===== src/rtl/param_seq_detector.sv =====
// -----------------------------------------------------------------------------
// param_seq_detector
//   Serial pattern detector for a debounced switch stream. The last PAT_LEN
//   samples (taken only when 'valid' is high) are compared against a pattern
//   register that can be reloaded at run time. Features:
//     - Mealy (combinational, same-cycle) or Moore (one-clock-late, held) detect
//       output, selectable on the fly.
//     - Overlapping or non-overlapping matching.
//     - Saturating match counter with a synchronous clear.
//     - Matched-prefix length output for an LED bar.
//
// Ports
//   clock        in   1                  system clock, rising edge
//   reset        in   1                  asynchronous, active-low reset
//   X            in   1                  serial data bit
//   valid        in   1                  X is a new sample this cycle
//   M            in   1                  0 = Moore output, 1 = Mealy output
//   O            in   1                  1 = overlapping, 0 = non-overlapping
//   pat_load     in   1                  load pat_in (wins over valid)
//   pat_in       in   PAT_LEN            new pattern, MSB is first bit received
//   clr_count    in   1                  synchronous clear of match_count
//   Z            out  1                  detect output
//   progress     out  $clog2(PAT_LEN+1)  length of the matched pattern prefix
//   match_count  out  CNT_W              number of detections, saturating
// -----------------------------------------------------------------------------
module param_seq_detector #(
    parameter int                 PAT_LEN = 6,
    parameter logic [PAT_LEN-1:0] PATTERN = 6'b010110,
    parameter int                 CNT_W   = 8
) (
    input  logic                           clock,
    input  logic                           reset,
    input  logic                           X,
    input  logic                           valid,
    input  logic                           M,
    input  logic                           O,
    input  logic                           pat_load,
    input  logic [PAT_LEN-1:0]             pat_in,
    input  logic                           clr_count,
    output logic                           Z,
    output logic [$clog2(PAT_LEN+1)-1:0]   progress,
    output logic [CNT_W-1:0]               match_count
);

    localparam int FW = $clog2(PAT_LEN + 1);

    // History shift register, newest sample in bit 0.
    logic [PAT_LEN-1:0] hist_r;
    // Number of samples held since the last clear, saturating at PAT_LEN.
    logic [FW-1:0]      fill_r;
    logic [PAT_LEN-1:0] pat_r;
    logic               z_moore_r;
    logic [CNT_W-1:0]   count_r;

    logic [PAT_LEN-1:0] win_s;
    logic               hit_s;
    logic [FW-1:0]      progress_s;
    logic [PAT_LEN-1:0] mask_s;
    logic [CNT_W-1:0]   count_next_s;

    // Candidate window and the combinational hit decision for this sample.
    always_comb begin
        win_s = {hist_r[PAT_LEN-2:0], X};
        hit_s = 1'b0;
        if (valid && !pat_load && (fill_r >= FW'(PAT_LEN - 1)) && (win_s == pat_r)) begin
            hit_s = 1'b1;
        end else begin
            hit_s = 1'b0;
        end
    end

    // Longest pattern prefix that ends the held history; uses registered state only.
    // A longer k that also matches overwrites a shorter one, so the loop yields the maximum.
    always_comb begin
        progress_s = '0;
        mask_s     = '0;
        for (int k = 1; k < PAT_LEN; k++) begin
            mask_s = {PAT_LEN{1'b1}} >> (PAT_LEN - k);
            if ((FW'(k) <= fill_r) &&
                ((hist_r & mask_s) == ((pat_r >> (PAT_LEN - k)) & mask_s))) begin
                progress_s = FW'(k);
            end else begin
                progress_s = progress_s;
            end
        end
    end

    // Next match count: a clear coincident with a hit leaves exactly one detection.
    always_comb begin
        count_next_s = count_r;
        if (clr_count) begin
            if (hit_s) begin
                count_next_s = CNT_W'(1);
            end else begin
                count_next_s = '0;
            end
        end else if (hit_s && (count_r != {CNT_W{1'b1}})) begin
            count_next_s = count_r + CNT_W'(1);
        end else begin
            count_next_s = count_r;
        end
    end

    // Detector state: history, fill level, pattern, Moore flop and counter.
    always_ff @(posedge clock or negedge reset) begin
        if (!reset) begin
            hist_r    <= '0;
            fill_r    <= '0;
            pat_r     <= PATTERN;
            z_moore_r <= 1'b0;
            count_r   <= '0;
        end else begin
            if (pat_load) begin
                // A sample arriving with the load is dropped on purpose.
                pat_r     <= pat_in;
                fill_r    <= '0;
                z_moore_r <= 1'b0;
            end else if (valid) begin
                hist_r    <= win_s;
                z_moore_r <= hit_s;
                if (hit_s && !O) begin
                    fill_r <= '0;
                end else if (fill_r != FW'(PAT_LEN)) begin
                    fill_r <= fill_r + FW'(1);
                end else begin
                    fill_r <= fill_r;
                end
            end else begin
                hist_r    <= hist_r;
                fill_r    <= fill_r;
                z_moore_r <= z_moore_r;
            end
            count_r <= count_next_s;
        end
    end

    // Mealy output must be same-cycle, so Z is a mux rather than a flop.
    assign Z           = M ? hit_s : z_moore_r;
    assign progress    = progress_s;
    assign match_count = count_r;

endmodule


===== config.mk =====
export PLATFORM = sky130hd
export DESIGN_NAME = param_seq_detector
export DESIGN_NICKNAME = d
export VERILOG_FILES = /design/src/rtl/param_seq_detector.sv
export SDC_FILE = /design/constraint.sdc
export NUM_CORES = 1
export LEC_CHECK = 0
export BUFFER_PORTS_ARGS = -buffer_cell sky130_fd_sc_hd__buf_2
export CAP_MARGIN = 20
export CORE_ASPECT_RATIO = 1.1
export CORE_UTILIZATION = 25
export DETAILED_ROUTE_END_ITERATION = 16
export GPL_TIMING_DRIVEN = 0
export PLACE_DENSITY_LB_ADDON = 0.2
export SLEW_MARGIN = 40
export SYNTH_ARGS = -nofsm -noshare
export SYNTH_HDL_FRONTEND = slang
export SYNTH_SLANG_ARGS = --single-unit

===== constraint.sdc =====
create_clock -name clock -period 2.3 [get_ports clock]
set_clock_uncertainty 0.15 [all_clocks]
set_input_delay 0.115 -clock clock [delete_from_list [all_inputs] [get_ports clock]]
set_output_delay 0.115 -clock clock [all_outputs]
set_load 0.03 [all_outputs]

==> results of run 1 <==
## cell type report
class,count,area share [%]
multi-input cells,100,42.78
clock buffers,4,2.550
well taps,75,5.312
plain buffers,6,2.266
inverters,6,1.275
repair buffers,35,12.89
flip-flops and latches,23,32.93
## registers in the layout, summed over array words and instances (netlist names)
name	count
hist_r	5
match_count	8
pat_r	6
fill_r	3
z_moore_r	1
## synth_stat cells (2+ instances only)
cell and n:
mux2_2 12, nor4_1 2, dfrtp_1 20, and3_1 2, or3_1 3, a21oi_1 8, dfstp_2 3, nand3_1 4
inv_1 6, buf_6 2, clkbuf_1 2, o21ai_0 4, a31oi_1 2, o31ai_1 2, xor2_1 9, nand4_1 4
nor2_1 7, nor3_1 3, nand2_1 9, buf_2 2, ha_1 4, xnor2_1 7
## power groups by stage
| stage | Combinational, W | Clock (W) | Sequential (W) |
|---|---|---|---|
| after floorplan | 0.000206 | 0 | 0.000495 |
| after global placement | 0.000253 | 0 | 0.000505 |
| after detailed placement | 0.000260 | 0 | 0.000506 |
| after CTS | 0.000263 | 0.000265 | 0.000507 |
| after global routing | 0.000301 | 0.000290 | 0.000514 |
| final | 0.000275 | 0.000252 | 0.000505 |
## worst max-delay path, stage by stage, from the launching register on
cell	delay, ns
dfrtp_1	0.36
buf_2	0.17
xor2_1	0.18
nor4_4	0.37
and2_4	0.24
mux2_2	0.14
buf_2	0.19
## worst max path at each step
stage                         start        endpoint  cells after the start  slack (ns)
after global placement    hist_r[0]  match_count[6]                      6        0.06
after floorplan           fill_r[0]     progress[0]                      6        0.11
final                      pat_r[5]               Z                      6        0.13
after CTS                 fill_r[0]     progress[1]                      8        0.01
after global routing      fill_r[0]     progress[0]                      7       -0.02
after detailed placement  hist_r[0]  match_count[6]                      6      -0.004
## cell families (layout without fill, tap and decap cells)
family | after synthesis | in the layout | share of synthesized area [%]
xor gates and xnor gates | 17 | 17 | 11.24
buffers and inverters | 13 | 51 | 4.766
adders and majority gates | 4 | 4 | 3.597
AOI/OAI and AO/OA | 24 | 24 | 11.15
muxes | 12 | 12 | 9.712
DFF | 23 | 23 | 41.64
and+or+nand+nor | 43 | 43 | 17.90
## per-layer routing
metal	global-route usage [%]	part of all wire (%)	vias to the layer above	wire, um
met5	0	0	-	0
met2	19.26	48	25	1474
li1	-	-	559	-
met3	2.258	4.4	4	137
met4	4.314	1.1	0	33
met1	15.21	47	561	1451
## stage by stage
step	std cells	area, um2	util, %
after global routing	249	1767	32.96
after floorplan	136	1391	-
after detailed placement	235	1605	29.95
after CTS	246	1732	32.31
final	249	1767	32.96
after global placement	235	1605	29.95
## what timing repair did
| action | CTS | global route |
|---|---|---|
| endpoints found under the hold margin | 27 | 0 |
| endpoints found under the setup margin | 4 | 5 |
| buffers inserted | 0 | 3 |
| hold buffers | 8 | 0 |
| pin swaps | 0 | 1 |
| gates resized for setup | 3 | 5 |
==> results.toml, run 1 <==
[sta]
setup_viol_count_final = 0
finalSetupTns_ns = 0
max_slew.worst_pin.slew_ns = 0.5584
max_transition_margin_pct = 62.77
final-max-slew-violation-count = 0
minimum_setup_slack_in_the_final_design_ns = 0.1332
hold_slack_ns = 0.06962
max_freq_mhz = 461.5
final_min_period_over_clock_period_pct = 94.21
rsz_0062_raised_after_global_routing = "true"
min_period_ns = 2.167
finalHoldViolations = 0

[critical_path]
timing_worst_setup_path_type = "reg -> out"
worst_ep_arrival_time_ns = 1.90
cp_max_fo = 6
cp.required_ns = 2.04
r2r.worst_path.cells = 6
critPathCaptureType = "primary output"
source_of_the_worst_register_to_register_timing_path = "pat_r[5]"
worst_r2r_end = "match_count[6]"
r2r_slack_ns = 0.14
critPathLaunchType = "register"

[layout]
insertedDiodeCount = 0
final_cell_mix = "24 x buf_2, 18 x dfrtp_1, 12 x mux2_2, 9 x xor2_1, 9 x nand2_1"
synthToLayoutAreaGrowth_pct = 26.98
leading_cell_type_in_the_layout_fill_and_taps_excluded = "buf_2"
ff_latch_area_um2 = 581.8
multi_input_comb_area_um2 = 755.7
finalNetCount = 193
final.fill_count = 571
drive_gt1_share_pct = 33.91

[yosys]
postSynthNetCount = 154
synth_largest_area_cell = "dfrtp_1"
synth_top_cell_area_share_pct = 35.97
netlist-cell-type-count = 41
number_of_synthesized_flops_with_an_enable_pin = 0
async_reset_ff_share_pct = 100.0
mappedNetlistArea_um2 = 1391
postSynth.topFlopCell = "dfrtp_1"
yosys_warnings = 0
yosys_register_bits = 23
seq_area_frac_synth_pct = 41.64
synth.top_cells.by_area = "dfrtp_1 36%, mux2_2 9.7%, dfstp_2 5.7%"
synth.avg_cell_area_um2 = 10.23
netlist_instances = 136

[global_route]
grt_max_degree = 24
grt-ovfl-total = 0
via_count_of_the_first_global_routing_pass = 1117
global_route_wire_length_before_repair_mm = 5.292
antenna_violations_before_repair = 0
grt.total_usage_pct = 11.77

[clock_network]
clk_latency_ns = 0.26
clockRootBuffer = "clkbuf_8"
clock_sink_count = 23
clk_path_buf_depth = 2
cts_made_buffers = 3
clkSlewWorstSetupHoldPaths_ns = 0.08
cts_max_level = 1
tritoncts_clock_tree = "built"

[detailed_routing]
num_vias = 1149
drt_first_pass_iters = 4
drt-wirelength-per-cell_um = 12.44
remaining_drc_errors = 0
detail-route-antenna-nets = 0
vias_per_cell = 4.614
initialDrtViolationCount = 19
routed_wirelength_mm = 3.097

[flow_run]
maxCapViolCount = 0

[placement]
port_buffers = 24
place_congestion = 0.8106
place_hpwl_mm = 2.367
placement.setup.worst_slack_ns = -0.003967

[pwr]
design_power_total_w = 0.001032
seqPwrFrac_pct = 48.9
power.combinational.fraction_pct = 26.6
power.static_leakage_nw = 0.7524
worst_vdd_rail_ir_drop_v = 0.0002232
switching_power_w = 0.0003162
power.share.clock_pct = 24.4
internal_power_w = 0.0007154
netSwitchingFraction_pct = 30.65
power_per_cell_area_nw_per_um2 = 583.9

[floorplanning]
die_area_um2 = 5868
floorplan.io_pins = 26
placementRows = 28
die_h_um = 80.24
fp.coreArea_um2 = 5360
die-width_um = 73.13
floorplan.initialDensity_pct = 25.96

[hold_path]
worstHoldStart = "valid"
timing.hold.worst_endpoint = "fill_r[2]"
hp-class = "in -> reg"
timing.hold.worst_path_depth = 3

[run_status]
run_status = "complete, no violations"
No activity file was read; power rests on OpenSTA's default activity.
==> inputs of run 2 (changes only) <==
Clock period 2.3 ns to 2.77 ns, I/O delays scaled along.
==> run 2 against run 1 <==
  * Flip-flop and latch count did not move
  * Clock-buffer cell count did not move
  * Non-clock buffer count fell by 2
  * Final area fell by 2.1%
  * Highest routed layer unchanged
==> results.toml, run 2 (synthesized netlist as in run 1, its figures left out) <==
[placement]
port_buffers = 24
place_hpwl_mm = 2.367
place_congestion = 0.8106
place.detailed.instances = 235

[sta]
finalSetupTns_ns = 0
max_freq_mhz = 417.4
rsz_0062_raised_after_global_routing = "false"
setup_viol_count_final = 0
min_period_ns = 2.396
max_slew.worst_pin.slew_ns = 0.5570
max_transition_margin_pct = 62.87
final-max-slew-violation-count = 0
finalHoldViolations = 0
final_min_period_over_clock_period_pct = 86.49

[clock_network]
cts_max_level = 1
clock_sink_count = 23
clk_latency_ns = 0.26
tritoncts_clock_tree = "built"
clk_path_buf_depth = 2
cts_made_buffers = 3
clkSlewWorstSetupHoldPaths_ns = 0.08
clockRootBuffer = "clkbuf_8"

[hold_path]
timing.hold.worst_endpoint = "fill_r[2]"
hp-class = "in -> reg"
worstHoldStart = "valid"
timing.hold.worst_path_depth = 3

[global_route]
grt.total_usage_pct = 11.77
grt-ovfl-total = 0
via_count_of_the_first_global_routing_pass = 1115
global_route_wire_length_before_repair_mm = 5.292
antenna_violations_before_repair = 0
grt_max_degree = 24

[critical_path]
source_of_the_worst_register_to_register_timing_path = "hist_r[0]"
critical_path.max_stage_delay_ns = 0.51
timing_worst_setup_path_type = "reg -> out"
setup.worst_path.start = "fill_r[0]"
cp_max_fo = 8
timing.critical_path.slowest_stage_cell = "dfrtp_1"
r2r.worst_path.cells = 6
worst_r2r_end = "match_count[6]"
critPathLaunchType = "register"
worst_ep_arrival_time_ns = 2.11
r2r_slack_ns = 0.49
cp_cell_sequence = "inv_1 > ha_1 > o211ai_1 > o311ai_0 > and2_1 > o21ai_0 > buf_2"
cp.required_ns = 2.48
critPathCaptureType = "primary output"

[detailed_routing]
initialDrtViolationCount = 27
num_vias = 1140
detail-route-antenna-nets = 0
routed_wirelength_mm = 3.074
remaining_drc_errors = 0
vias_per_cell = 4.615
drt-wirelength-per-cell_um = 12.45
drt_first_pass_iters = 4

[pwr]
power_per_cell_area_nw_per_um2 = 487.0
seqPwrFrac_pct = 49.0
power.static_leakage_nw = 0.7379
netSwitchingFraction_pct = 30.32
internal_power_w = 0.0005872
design_power_total_w = 0.0008427
power.combinational.fraction_pct = 26.1
worst_vdd_rail_ir_drop_v = 0.0001818
power.share.clock_pct = 24.8
switching_power_w = 0.0002555

[layout]
final.fill_count = 572
ff_latch_area_um2 = 579.3
leading_cell_type_in_the_layout_fill_and_taps_excluded = "buf_2"
synthToLayoutAreaGrowth_pct = 24.37
final_cell_mix = "26 x buf_2, 20 x dfrtp_1, 12 x mux2_2, 9 x xor2_1, 9 x nand2_1"
number_of_cells_in_the_finished_layout_apart_from_fillers = 247
largest_register_ff_count = 8
multi_input_comb_area_um2 = 745.7
drive_gt1_share_pct = 31.40
insertedDiodeCount = 0
finalNetCount = 191

[flow_run]
maxCapViolCount = 0

[run_status]
run_status = "complete, no violations"

[floorplanning]
floorplan.io_pins = 26
fp.coreArea_um2 = 5360
placementRows = 28
die-width_um = 73.13
die_area_um2 = 5868
floorplan.initialDensity_pct = 25.96
die_h_um = 80.24
run 2: cell count changes in the layout (fill, tap and decap cells not counted), sizes merged:
cell and change:
buf -3, clkbuf +1
run 2: cell type report:
class / count / area share (%)
Buffer: 7 / 2.531
Clock buffer: 4 / 2.603
Inverter: 6 / 1.302
Multi-Input combinational cell: 100 / 43.09
Sequential cell: 23 / 33.48
Tap cell: 75 / 5.423
Timing Repair Buffer: 32 / 11.57
run 2: metrics by stage:
| step | setup slack (ns) | hold slack, ns | utilization, % | cell area (um2) |
|---|---|---|---|---|
| 5_1_grt | 0.1295 | 0.1078 | 32.28 | 1730 |
| 3_5_place_dp | 0.4660 | 0.002440 | 29.95 | 1605 |
| 4_1_cts | 0.3461 | 0.08810 | 32.28 | 1730 |
| 2_1_floorplan | 0.5561 | -0.3071 | - | 1391 |
| 3_3_place_gp | 0.5267 | -0.002367 | 29.95 | 1605 |
| 6_report | 0.3743 | 0.09376 | 32.28 | 1730 |
run 2: power by group through the flow:
stage | logic [W] | clock network (W) | registers [W]
after floorplan | 0.000171 | 0 | 0.000411
after global placement | 0.000210 | 0 | 0.000419
after detailed placement | 0.000216 | 0 | 0.000420
after CTS | 0.000225 | 0.000220 | 0.000414
after global routing | 0.000243 | 0.000241 | 0.000421
final | 0.000220 | 0.000209 | 0.000413
run 2: worst max-delay path: cells and delay by family (launching register included):
kind,cells,cell delay (ns)
AOI/OAI and AO/OA,3,0.54
and+or+nand+nor,1,0.17
DFF,1,0.51
adders and majority gates,1,0.26
buffers and inverters,2,0.36
run 2: how the worst max path moves through the flow:
stage                endpoint  slack [ns]  cells after the start
5_1_grt           progress[0]        0.13                      7
4_1_cts           progress[0]        0.35                      7
6_report          progress[0]        0.37                      7
3_3_place_gp   match_count[6]        0.53                      6
3_5_place_dp   match_count[6]        0.47                      6
2_1_floorplan     progress[0]        0.56                      6
run 2: routing by layer:
layer | global-route usage [%] | up-vias | wire [um]
met5 | 0 | - | 0
met2 | 19.26 | 23 | 1484
met3 | 2.258 | 4 | 135
met1 | 15.21 | 559 | 1421
met4 | 4.314 | 0 | 33
li1 | - | 554 | -
run 2: repair_timing:
item                      in CTS  in global routing
resized for setup              0                  0
buffers inserted               0                  0
hold endpoints to repair      27                  0
hold buffers                   8                  0
